==> src/rtl/nand_seq_pkg.sv <==
// Shared encodings and timing helpers for the asynchronous NAND command sequencer.
package nand_seq_pkg;

   typedef enum logic [1:0] {
      OP_CMD  = 2'd0,
      OP_ADDR = 2'd1,
      OP_READ = 2'd2,
      OP_NOP  = 2'd3
   } op_e;

   typedef enum logic [3:0] {
      ST_IDLE  = 4'd0,
      ST_SETUP = 4'd1,
      ST_WE_LO = 4'd2,
      ST_WE_HI = 4'd3,
      ST_RE_LO = 4'd4,
      ST_RE_HI = 4'd5
   } state_e;

   function automatic int unsigned tclamp(input int unsigned t);
      return (t == 0) ? 1 : t;
   endfunction

   // Timer reload for a state lasting 'cycles', minus 'skip' cycles spent elsewhere.
   function automatic logic [3:0] tload(input int unsigned cycles, input int unsigned skip);
      return (cycles > skip) ? 4'(cycles - 1 - skip) : 4'd0;
   endfunction

endpackage

==> src/rtl/nand_seq_timer.sv <==
// Loadable 4-bit down-counter; done is high while the count sits at zero.
module nand_seq_timer (
   input  logic       clk_i,
   input  logic       rst_ni,
   input  logic       load_i,
   input  logic [3:0] val_i,
   output logic       done_o
);

   logic [3:0] cnt_q;

   always_ff @(posedge clk_i or negedge rst_ni) begin
      if (!rst_ni) begin
         cnt_q <= 4'd0;
      end else if (load_i) begin
         cnt_q <= val_i;
      end else if (cnt_q != 4'd0) begin
         cnt_q <= cnt_q - 4'd1;
      end
   end

   assign done_o = (cnt_q == 4'd0);

endmodule

==> src/rtl/nand_async_cmd_seq.sv <==
// Asynchronous-mode NAND pin sequencer: one CMD/ADDR/READ/NOP per handshake,
// generating CLE/ALE/CE#/WE#/RE# with programmable cycle counts.
module nand_async_cmd_seq
   import nand_seq_pkg::*;
#(
   parameter int unsigned T_SETUP  = 2,
   parameter int unsigned T_WP     = 3,
   parameter int unsigned T_WH     = 2,
   parameter int unsigned T_RP     = 3,
   parameter int unsigned T_REH    = 2,
   parameter int unsigned DQ_WIDTH = 8
) (
   input  logic                v_clk0,
   input  logic                v_rstn0,
   input  logic                req_valid,
   output logic                req_ready,
   input  logic [1:0]          req_op,
   input  logic [DQ_WIDTH-1:0] req_byte,
   input  logic [1:0]          req_cen,
   input  logic                req_last,
   input  logic                cfg_wp_n,
   output logic                rsp_valid,
   output logic [DQ_WIDTH-1:0] rsp_data,
   output logic                v_ctrl_cle,
   output logic                v_ctrl_ale,
   output logic                v_ctrl_wrn,
   output logic                v_ctrl_wpn,
   output logic [1:0]          v_ctrl_cen,
   output logic                v_ctrl_wen,
   output logic                v_ctrl_wen_sel,
   output logic                v_dq_oe_n,
   output logic [DQ_WIDTH-1:0] v_wr_data_rise,
   output logic [DQ_WIDTH-1:0] v_wr_data_fall,
   input  logic [DQ_WIDTH-1:0] v_rd_data_comb,
   output logic [7:0]          v_ctrl_debug
);

   // The IDLE-entry cycle serves as the final WE#/RE# high-hold cycle, so the
   // hold states themselves last one cycle less than the programmed count.
   localparam logic [3:0] LD_SETUP = tload(tclamp(T_SETUP), 0);
   localparam logic [3:0] LD_WP    = tload(tclamp(T_WP), 0);
   localparam logic [3:0] LD_WH    = tload(tclamp(T_WH), 1);
   localparam logic [3:0] LD_RP    = tload(tclamp(T_RP), 0);
   localparam logic [3:0] LD_REH   = tload(tclamp(T_REH), 1);
   localparam bit         HAS_WH   = (tclamp(T_WH) > 1);
   localparam bit         HAS_REH  = (tclamp(T_REH) > 1);

   state_e                state_q;
   op_e                   op_q;
   logic                  ready_q, last_q, ce_held_q;
   logic                  cle_q, ale_q, wrn_q, wen_q, wpn_q, dq_oe_n_q;
   logic [1:0]            cen_q;
   logic [DQ_WIDTH-1:0]   wr_data_q, rsp_data_q;
   logic                  rsp_valid_q;

   logic                  accept;
   logic                  tmr_done;
   logic                  tmr_load_d;
   logic [3:0]            tmr_val_d;
   logic                  to_idle_d;

   assign accept = req_valid && ready_q && (state_q == ST_IDLE);

   always_comb begin
      tmr_load_d = 1'b0;
      tmr_val_d  = 4'd0;
      to_idle_d  = 1'b0;
      case (state_q)
         ST_IDLE: begin
            if (accept && (req_op != OP_NOP)) begin
               tmr_load_d = 1'b1;
               tmr_val_d  = LD_SETUP;
            end
         end
         ST_SETUP: begin
            if (tmr_done) begin
               tmr_load_d = 1'b1;
               tmr_val_d  = (op_q == OP_READ) ? LD_RP : LD_WP;
            end
         end
         ST_WE_LO: begin
            tmr_load_d = tmr_done;
            tmr_val_d  = LD_WH;
            to_idle_d  = tmr_done && !HAS_WH;
         end
         ST_RE_LO: begin
            tmr_load_d = tmr_done;
            tmr_val_d  = LD_REH;
            to_idle_d  = tmr_done && !HAS_REH;
         end
         ST_WE_HI, ST_RE_HI: to_idle_d = tmr_done;
         default: ;
      endcase
   end

   nand_seq_timer u_timer (
      .clk_i  (v_clk0),
      .rst_ni (v_rstn0),
      .load_i (tmr_load_d),
      .val_i  (tmr_val_d),
      .done_o (tmr_done)
   );

   always_ff @(posedge v_clk0 or negedge v_rstn0) begin
      if (!v_rstn0) begin
         state_q     <= ST_IDLE;
         op_q        <= OP_NOP;
         ready_q     <= 1'b1;
         last_q      <= 1'b0;
         ce_held_q   <= 1'b0;
         cle_q       <= 1'b0;
         ale_q       <= 1'b0;
         wrn_q       <= 1'b1;
         wen_q       <= 1'b1;
         wpn_q       <= 1'b0;
         dq_oe_n_q   <= 1'b1;
         cen_q       <= 2'b11;
         wr_data_q   <= '0;
         rsp_data_q  <= '0;
         rsp_valid_q <= 1'b0;
      end else begin
         wpn_q       <= cfg_wp_n;
         rsp_valid_q <= 1'b0;
         case (state_q)
            ST_IDLE: begin
               if (accept) begin
                  op_q <= op_e'(req_op);
                  if (req_op == OP_NOP) begin
                     cen_q     <= 2'b11;
                     ce_held_q <= 1'b0;
                  end else begin
                     // A held CE# switches straight to the new target, never via 11.
                     cen_q     <= req_cen;
                     cle_q     <= (req_op == OP_CMD);
                     ale_q     <= (req_op == OP_ADDR);
                     dq_oe_n_q <= !((req_op == OP_CMD) || (req_op == OP_ADDR));
                     wr_data_q <= req_byte;
                     last_q    <= req_last;
                     ready_q   <= 1'b0;
                     state_q   <= ST_SETUP;
                  end
               end
            end
            ST_SETUP: begin
               if (tmr_done) begin
                  if (op_q == OP_READ) begin
                     wrn_q   <= 1'b0;
                     state_q <= ST_RE_LO;
                  end else begin
                     wen_q   <= 1'b0;
                     state_q <= ST_WE_LO;
                  end
               end
            end
            ST_WE_LO: begin
               if (tmr_done) begin
                  wen_q   <= 1'b1;
                  state_q <= ST_WE_HI;
               end
            end
            ST_RE_LO: begin
               if (tmr_done) begin
                  wrn_q       <= 1'b1;
                  rsp_data_q  <= v_rd_data_comb;
                  rsp_valid_q <= 1'b1;
                  state_q     <= ST_RE_HI;
               end
            end
            ST_WE_HI, ST_RE_HI: ;
            default: state_q <= ST_IDLE;
         endcase
         if (to_idle_d) begin
            state_q   <= ST_IDLE;
            ready_q   <= 1'b1;
            cle_q     <= 1'b0;
            ale_q     <= 1'b0;
            dq_oe_n_q <= 1'b1;
            if (last_q) begin
               cen_q     <= 2'b11;
               ce_held_q <= 1'b0;
            end else begin
               ce_held_q <= 1'b1;
            end
         end
      end
   end

   assign req_ready      = ready_q;
   assign rsp_valid      = rsp_valid_q;
   assign rsp_data       = rsp_data_q;
   assign v_ctrl_cle     = cle_q;
   assign v_ctrl_ale     = ale_q;
   assign v_ctrl_wrn     = wrn_q;
   assign v_ctrl_wpn     = wpn_q;
   assign v_ctrl_cen     = cen_q;
   assign v_ctrl_wen     = wen_q;
   assign v_ctrl_wen_sel = 1'b1;
   assign v_dq_oe_n      = dq_oe_n_q;
   assign v_wr_data_rise = wr_data_q;
   assign v_wr_data_fall = wr_data_q;
   assign v_ctrl_debug   = {state_q, op_q, ce_held_q, rsp_valid_q};

endmodule
==> config.mk <==
export PLATFORM = sky130hd
export DESIGN_NAME = nand_async_cmd_seq
export DESIGN_NICKNAME = d
export VERILOG_FILES = /design/src/rtl/nand_seq_pkg.sv /design/src/rtl/nand_seq_timer.sv /design/src/rtl/nand_async_cmd_seq.sv
export SDC_FILE = /design/constraint.sdc
export NUM_CORES = 1
export LEC_CHECK = 0
export CORE_AREA = 3 3 58 86
export CTS_BUF_LIST = sky130_fd_sc_hd__clkbuf_8
export DETAILED_ROUTE_END_ITERATION = 10
export DIE_AREA = 0 0 61 89
export HOLD_SLACK_MARGIN = 0.15
export PLACE_DENSITY = 0.78
export SKIP_CTS_REPAIR_TIMING = 1
export SLEW_MARGIN = 5
export SYNTH_ARGS = -nofsm -noshare
export SYNTH_HDL_FRONTEND = slang
export SYNTH_HIERARCHICAL = 1
export SYNTH_SLANG_ARGS = --single-unit
==> constraint.sdc <==
create_clock -name v_clk0 -period 2.2 [get_ports v_clk0]
set_input_delay 0.22 -clock v_clk0 [delete_from_list [all_inputs] [get_ports v_clk0]]
set_output_delay 0.22 -clock v_clk0 [all_outputs]
set_load 0.005 [all_outputs]
[After elaboration in Yosys (flattened, before gate mapping)]
Index checks and enable logic that the tools add are counted.
Storage, ports and cells
  register bits after elaboration: 38
  input port bits: 25
  output and inout port bits: 43
  word-level logic and storage cells: 115
Cells by class
  add/subtract/negate cells: 1
  equality and inequality tests: 21
  muxes and demuxes: 51
  bitwise logic cells: 1
  reduce and logical (&&, ||, !) cells: 25
Operator list (count)
  $mux 4: 8
  $mux 1: 31
  $pmux 4 s5: 1
  $ne 2x2->1 const B: 8
  $ne 3x3->1 const B: 5
  $mux 2: 6
  $reduce_bool 2->1: 6
  $reduce_and 3->1: 3
  $eq 4x2->1 const B: 2
  $eq 4x3->1 const B: 2
  $logic_not 4->1: 2
  $reduce_and 4->1: 2
  $reduce_and 6->1: 1
  $eq 2x2->1 const B: 2
  $eq 4x1->1 const B: 1
  $pmux 1 s2: 2
  $pmux 2 s2: 1
  $reduce_and 2->1: 2
  $reduce_bool 4->1: 1
  $reduce_or 2->1: 2
  $sub 4x1->4 const B: 1
  $logic_and 1x1->1: 3
  $mux 3: 1
  $pmux 1 s3: 1
  5 further kinds: 5

[Depth between registers and ports, before layout]
  depth after elaboration: 7
  depth in mapped cells: 10
  gate-level depth less buffers: 9

[Hierarchy]
Netlist, hierarchy kept.
Modules (own cells, without submodules)
  nand_async_cmd_seq: instances 1, cells each 123, area each 1515.2 µm², seq. area each 835.8 µm²
  nand_seq_timer: instances 1, cells each 22, area each 234.0 µm², seq. area each 100.1 µm²

[Worst setup path after synthesis]
No wires, ideal clock.
  path kind: flip-flop to flip-flop
  start point: reg u_timer.cnt_q[0]
  end point: reg u_timer.cnt_q[3]
  arrival time: 2096 ps
  required time: 2074 ps
  slack: -22 ps
  cell stages (with the launch flop): 10
  buffers on the path: 1
  period minus slack after synthesis: 2222 ps
  path through: dfrtp_1 > inv_1 > ha_1 > nor3b_4 > nor3b_1 > a21oi_1 > a21bo_2 > clkbuf_1 > nor3_1 > a221o_1
On the way
  longest elaborated chain between the ends: 4
  elaborated cells on any way between the ends: 8
  classes of those cells: add/sub: 1; mux: 4; reduce/logical: 3
RTL lines
  from (decl): RTL line nand_seq_timer.sv:10  | logic [3:0] cnt_q;
  from (signal assigned): RTL line nand_seq_timer.sv:16  | cnt_q <= val_i;
  from (signal assigned): RTL line nand_seq_timer.sv:18  | cnt_q <= cnt_q - 4'd1;
  $logic_not 4->1 (*): RTL line nand_seq_timer.sv:22  | assign done_o = (cnt_q == 4'd0);
  named net tmr_done: RTL line nand_async_cmd_seq.sv:57  | logic tmr_done;
  $mux 1: RTL line nand_async_cmd_seq.sv:76  | if (tmr_done) begin
  $pmux 1 s3 (*): RTL line nand_async_cmd_seq.sv:68  | case (state_q)
  named net tmr_load_d: RTL line nand_async_cmd_seq.sv:58  | logic tmr_load_d;
  $mux 4 / $reduce_bool 2->1 (equally long branches)
Mark *: on every way through the listed nets, which the timed path passes. The rest lies on a longest branch. The select of a mux whose other input is x is not followed.
A chain may end at the register's enable or synchronous reset.

[Worst setup path in the final report]
Ends and elaborated chain as after synthesis.

==> impl_table.tex <==
\begin{tabular}{lr}
\hline
Metric & Value \\
\hline
\multicolumn{2}{l}{\textbf{Run status}} \\
\quad Result of the run & finished clean \\
\multicolumn{2}{l}{\textbf{Power and ir drop}} \\
\quad Total power density per cell area & between 1000 and 1500 nW/um\^{}2 \\
\quad VDD IR max & 0.7183 mV \\
\quad Static leakage power & approximately 0.0010 uW \\
\multicolumn{2}{l}{\textbf{Place}} \\
\quad Count of buffers inserted at the top-level ports & 65 \\
\quad Estimated wirelength of the detail-placed design & 2558 um \\
\quad Weighted congestion reported at the end of routability-driven placement & 0.7658 \\
\multicolumn{2}{l}{\textbf{CTS}} \\
\quad Register clock-pin slew on the reported worst setup and hold paths & 0.07 ns \\
\quad CTS Buf Count & 5 \\
\quad TritonCTS clock tree & built \\
\quad Sink Count & 37 \\
\quad Number of levels the H-tree was split into & 2 \\
\quad Clock latency on the worst-skew pair & between 0.2 and 0.3 ns \\
\quad Buffer type at the clock tree root & sky130\_fd\_sc\_hd\_\_clkbuf\_8 \\
\quad CTS max path bufs & 2 \\
\multicolumn{2}{l}{\textbf{Global route}} \\
\quad First-pass GRT wire length & 5975 um \\
\quad GR Util met2 & 24.44\% \\
\quad Number of antenna violations at the first check in global routing & 0 \\
\quad Overall track demand over capacity in global routing & 14.59\% \\
\quad GR peak layer & met2 \\
\quad Fraction of met3 tracks used by global routing & 3.613\% \\
\quad Maximum number of pins on one net before global-route repair & 38 \\
\quad Number of global-route vias before repair & 1339 \\
\quad Grt ovf & 0 \\
\quad M1 GR Usage & 17.64\% \\
\multicolumn{2}{l}{\textbf{Route}} \\
\quad Initial drt markers & 34 \\
\quad Via count of the routed design & between 1000 and 1500 \\
\quad \# DRC & 0 \\
\quad TritonRoute pass-1 iters & 4 \\
\quad Remaining number of nets flagged by the antenna check after routing & 0 \\
\quad Vias per Instance & 5.028 \\
\quad Routed WL & 3470 um \\
\quad Per-cell routed wire length & 13.77 um \\
\multicolumn{2}{l}{\textbf{Logic synthesis}} \\
\quad YS warnings & 6 \\
\quad Post-synthesis cell area & roughly 1700 um\^{}2 \\
\quad Most used DFF post-synth & sky130\_fd\_sc\_hd\_\_dfrtp\_1 \\
\quad Asr flop ratio synth & 100.0\% \\
\quad Distinct cell type count after synthesis & 39 \\
\quad Register area share after synthesis & 53.51\% \\
\quad Post-synthesis instance total & 145 \\
\quad Synthesized flop and latch total & 37 \\
\quad Mean instance size in the synthesized netlist & 12.06 um\^{}2 \\
\quad Post-synth EDFFs & 0 \\
\multicolumn{2}{l}{\textbf{Worst setup path}} \\
\quad Worst reg2reg endpoint & u\_timer/cnt\_q[3]\$\_DFFE\_PN0P\_ \\
\quad Category of the most critical setup path & register to register \\
\quad Arrival time of data at the critical path endpoint & 2.18 ns \\
\quad Number of cells traversed by the worst register-to-register path & 9 \\
\quad Maximum net fanout on the critical path & 8 \\
\quad Flop-to-flop setup slack & approximately 0.19 ns \\
\quad Required time of the critical path & 2.37 ns \\
\quad Worst Setup End Kind & register \\
\quad Worst setup SP type & register \\
\quad Beginning of the worst register-to-register path & u\_timer/cnt\_q[0]\$\_DFFE\_PN0P\_ \\
\multicolumn{2}{l}{\textbf{Cells and area}} \\
\quad Antenna Diode Count & 0 \\
\quad Nets & around 230 \\
\quad Layout Utilization & 56.97\% \\
\quad Share of cells above drive strength 1 & 18.45\% \\
\quad Area overhead of the layout relative to synthesis & 40.63\% \\
\multicolumn{2}{l}{\textbf{Worst hold path}} \\
\quad Worst min path class & input port to register \\
\quad Hold-critical path endpoint & v\_ctrl\_wpn\$\_DFF\_PN0\_ \\
\quad Instance count along the most critical hold path & 1 \\
\quad Startpoint of the most critical hold path & cfg\_wp\_n \\
\multicolumn{2}{l}{\textbf{STA}} \\
\quad Share of the cycle needed by the critical path after routing & 91.35\% \\
\quad Hold Violations, Final & 0 \\
\quad Worst Clk Skew & 0.005629 ns \\
\quad Worst hold-check slack & 0.3795 ns \\
\quad Setup repair after global routing missed its margin & no \\
\quad Worst-margin pin slew & 0.8097 ns \\
\quad Max Transition Viols Final & 0 \\
\quad Fmax & 497.6 MHz \\
\quad Final setup vio count & 0 \\
\quad Shortest clock period the worst path allows after layout & 2.010 ns \\
\quad Relative slew slack & 46.02\% \\
\quad Sum of negative setup slack & 0 ns \\
\multicolumn{2}{l}{\textbf{Floorplanning}} \\
\quad Floorplan die area & 5429 um\^{}2 \\
\quad Number of standard-cell rows in the floorplan & 29 \\
\quad Core area & 4318 um\^{}2 \\
\quad Starting density of the core & slightly above 40\% \\
\quad Die H & 89 um \\
\quad Die Width & slightly above 60 um \\
\quad I/O Pins & 68 \\
\multicolumn{2}{l}{\textbf{Job}} \\
\quad Reported max-cap violation count & 0 \\
\hline
\end{tabular}
## placed cells by master, fill, tap and decap left out, types with 2 or more instances in the layout
cell / n
sky130_fd_sc_hd__a21oi_1: 5
sky130_fd_sc_hd__a31oi_1: 2
sky130_fd_sc_hd__buf_4: 2
sky130_fd_sc_hd__clkbuf_8: 6
sky130_fd_sc_hd__clkdlybuf4s50_1: 64
sky130_fd_sc_hd__conb_1: 4
sky130_fd_sc_hd__dfrtp_1: 29
sky130_fd_sc_hd__dfstp_2: 8
sky130_fd_sc_hd__inv_1: 5
sky130_fd_sc_hd__mux2_1: 7
sky130_fd_sc_hd__mux2_2: 13
sky130_fd_sc_hd__mux2i_1: 2
sky130_fd_sc_hd__nand2_1: 9
sky130_fd_sc_hd__nand3_1: 2
sky130_fd_sc_hd__nor2_1: 6
sky130_fd_sc_hd__nor2b_1: 4
sky130_fd_sc_hd__nor3_1: 3
sky130_fd_sc_hd__nor3_4: 2
sky130_fd_sc_hd__nor3b_1: 4
sky130_fd_sc_hd__o21ai_0: 7
## synthesized netlist by cell type (2+ instances only)
library cell / count / area share (%)
sky130_fd_sc_hd__nor2b_1: 4 / 1.4
sky130_fd_sc_hd__buf_4: 13 / 5.6
sky130_fd_sc_hd__nor3_1: 3 / 0.86
sky130_fd_sc_hd__a21oi_1: 5 / 1.4
sky130_fd_sc_hd__dfrtp_1: 29 / 41
sky130_fd_sc_hd__nor3_4: 2 / 1.9
sky130_fd_sc_hd__mux2i_1: 2 / 1.1
sky130_fd_sc_hd__dfstp_2: 8 / 12
sky130_fd_sc_hd__nor3b_1: 5 / 2.1
sky130_fd_sc_hd__o21ai_0: 7 / 2.0
sky130_fd_sc_hd__conb_1: 2 / 0.43
sky130_fd_sc_hd__nand2_1: 9 / 1.9
sky130_fd_sc_hd__mux2_1: 7 / 4.5
sky130_fd_sc_hd__a31oi_1: 2 / 0.72
sky130_fd_sc_hd__mux2_2: 13 / 8.4
sky130_fd_sc_hd__nor2_1: 7 / 1.5
sky130_fd_sc_hd__buf_6: 2 / 1.3
sky130_fd_sc_hd__nand3_1: 2 / 0.57
sky130_fd_sc_hd__inv_1: 3 / 0.64
## critical path, cell delays in order (launching register included)
cell,delay [ns]
sky130_fd_sc_hd__dfrtp_1,0.38
sky130_fd_sc_hd__inv_1,0.09
sky130_fd_sc_hd__ha_1,0.23
sky130_fd_sc_hd__nor3b_4,0.25
sky130_fd_sc_hd__nand3b_1,0.14
sky130_fd_sc_hd__nor2_2,0.16
sky130_fd_sc_hd__a21oi_1,0.05
sky130_fd_sc_hd__a21bo_4,0.22
sky130_fd_sc_hd__nor3_1,0.06
sky130_fd_sc_hd__a221o_1,0.31
## area by class of cell
cell class	count	area (um^2)
clock inverters	2	7.507
clock buffers	6	82.58
inverters	3	11.26
multi-input cells	90	694.4
well taps	46	57.56
flip-flops and latches	37	935.9
fillers	377	1858
repair buffers	68	670.6
## flip-flops by register name, indices dropped and copies added (netlist names), 2 cells and up
| name | cells |
|---|---|
| op_q | 2 |
| u_timer/cnt_q | 4 |
| v_ctrl_cen | 2 |
| v_wr_data_fall | 8 |
| state_q | 3 |
| rsp_data | 8 |
## power by group
group	internal (uW)	total, uW	switching [uW]
combinational	992	1510	513
sequential	1030	1310	273
clock	246	462	216
total	2270	3270	1000
## cell families after synthesis
family                   Yosys count  synth area share, %
AND/OR/NAND/NOR                   37                13.52
other                              2               0.4293
buffers and inverters             20                8.011
AO/OA/AOI/OAI                     24                8.798
flip-flops                        37                53.51
adder cells (fa/ha/maj)            1               0.7152
XOR/XNOR                           2                1.002
multiplexers                      22                14.02
## metal layers
| metal | part of all wire (%) | vias up |
|---|---|---|
| li1 | - | 604 |
| met1 | 40 | 620 |
| met2 | 53 | 38 |
| met3 | 4.9 | 5 |
| met4 | 2.0 | 0 |
| met5 | 0 | - |
## worst max path at each step
| stage | from | end | slack [ns] | depth (start not counted) |
|---|---|---|---|---|
| finish | u_timer/cnt_q[0]$_DFFE_PN0P_ | u_timer/cnt_q[3]$_DFFE_PN0P_ | 0.19 | 9 |
| global route | u_timer/cnt_q[0]$_DFFE_PN0P_ | u_timer/cnt_q[3]$_DFFE_PN0P_ | 0.04 | 9 |
| CTS | u_timer/cnt_q[0]$_DFFE_PN0P_ | u_timer/cnt_q[3]$_DFFE_PN0P_ | 0.10 | 9 |
| detailed placement | u_timer/cnt_q[0]$_DFFE_PN0P_ | u_timer/cnt_q[3]$_DFFE_PN0P_ | 0.14 | 9 |
| global placement | u_timer/cnt_q[0]$_DFFE_PN0P_ | u_timer/cnt_q[3]$_DFFE_PN0P_ | 0.25 | 9 |
| floorplan | u_timer/cnt_q[0]$_DFFE_PN0P_ | u_timer/cnt_q[3]$_DFFE_PN0P_ | 0.01 | 10 |
## per-stage QoR
stage                     cells  cell area (um^2)  setup WS [ns]  total power [uW]
after floorplan             147              1762        0.01101              2098
after global placement      243              2351         0.2479              2792
after detailed placement    243              2351         0.1410              2825
after CTS                   251              2441         0.1027              3315
after global routing        252              2460        0.03537              3533
final                       252              2460         0.1902              3274
(Power assumes the default switching activity.)
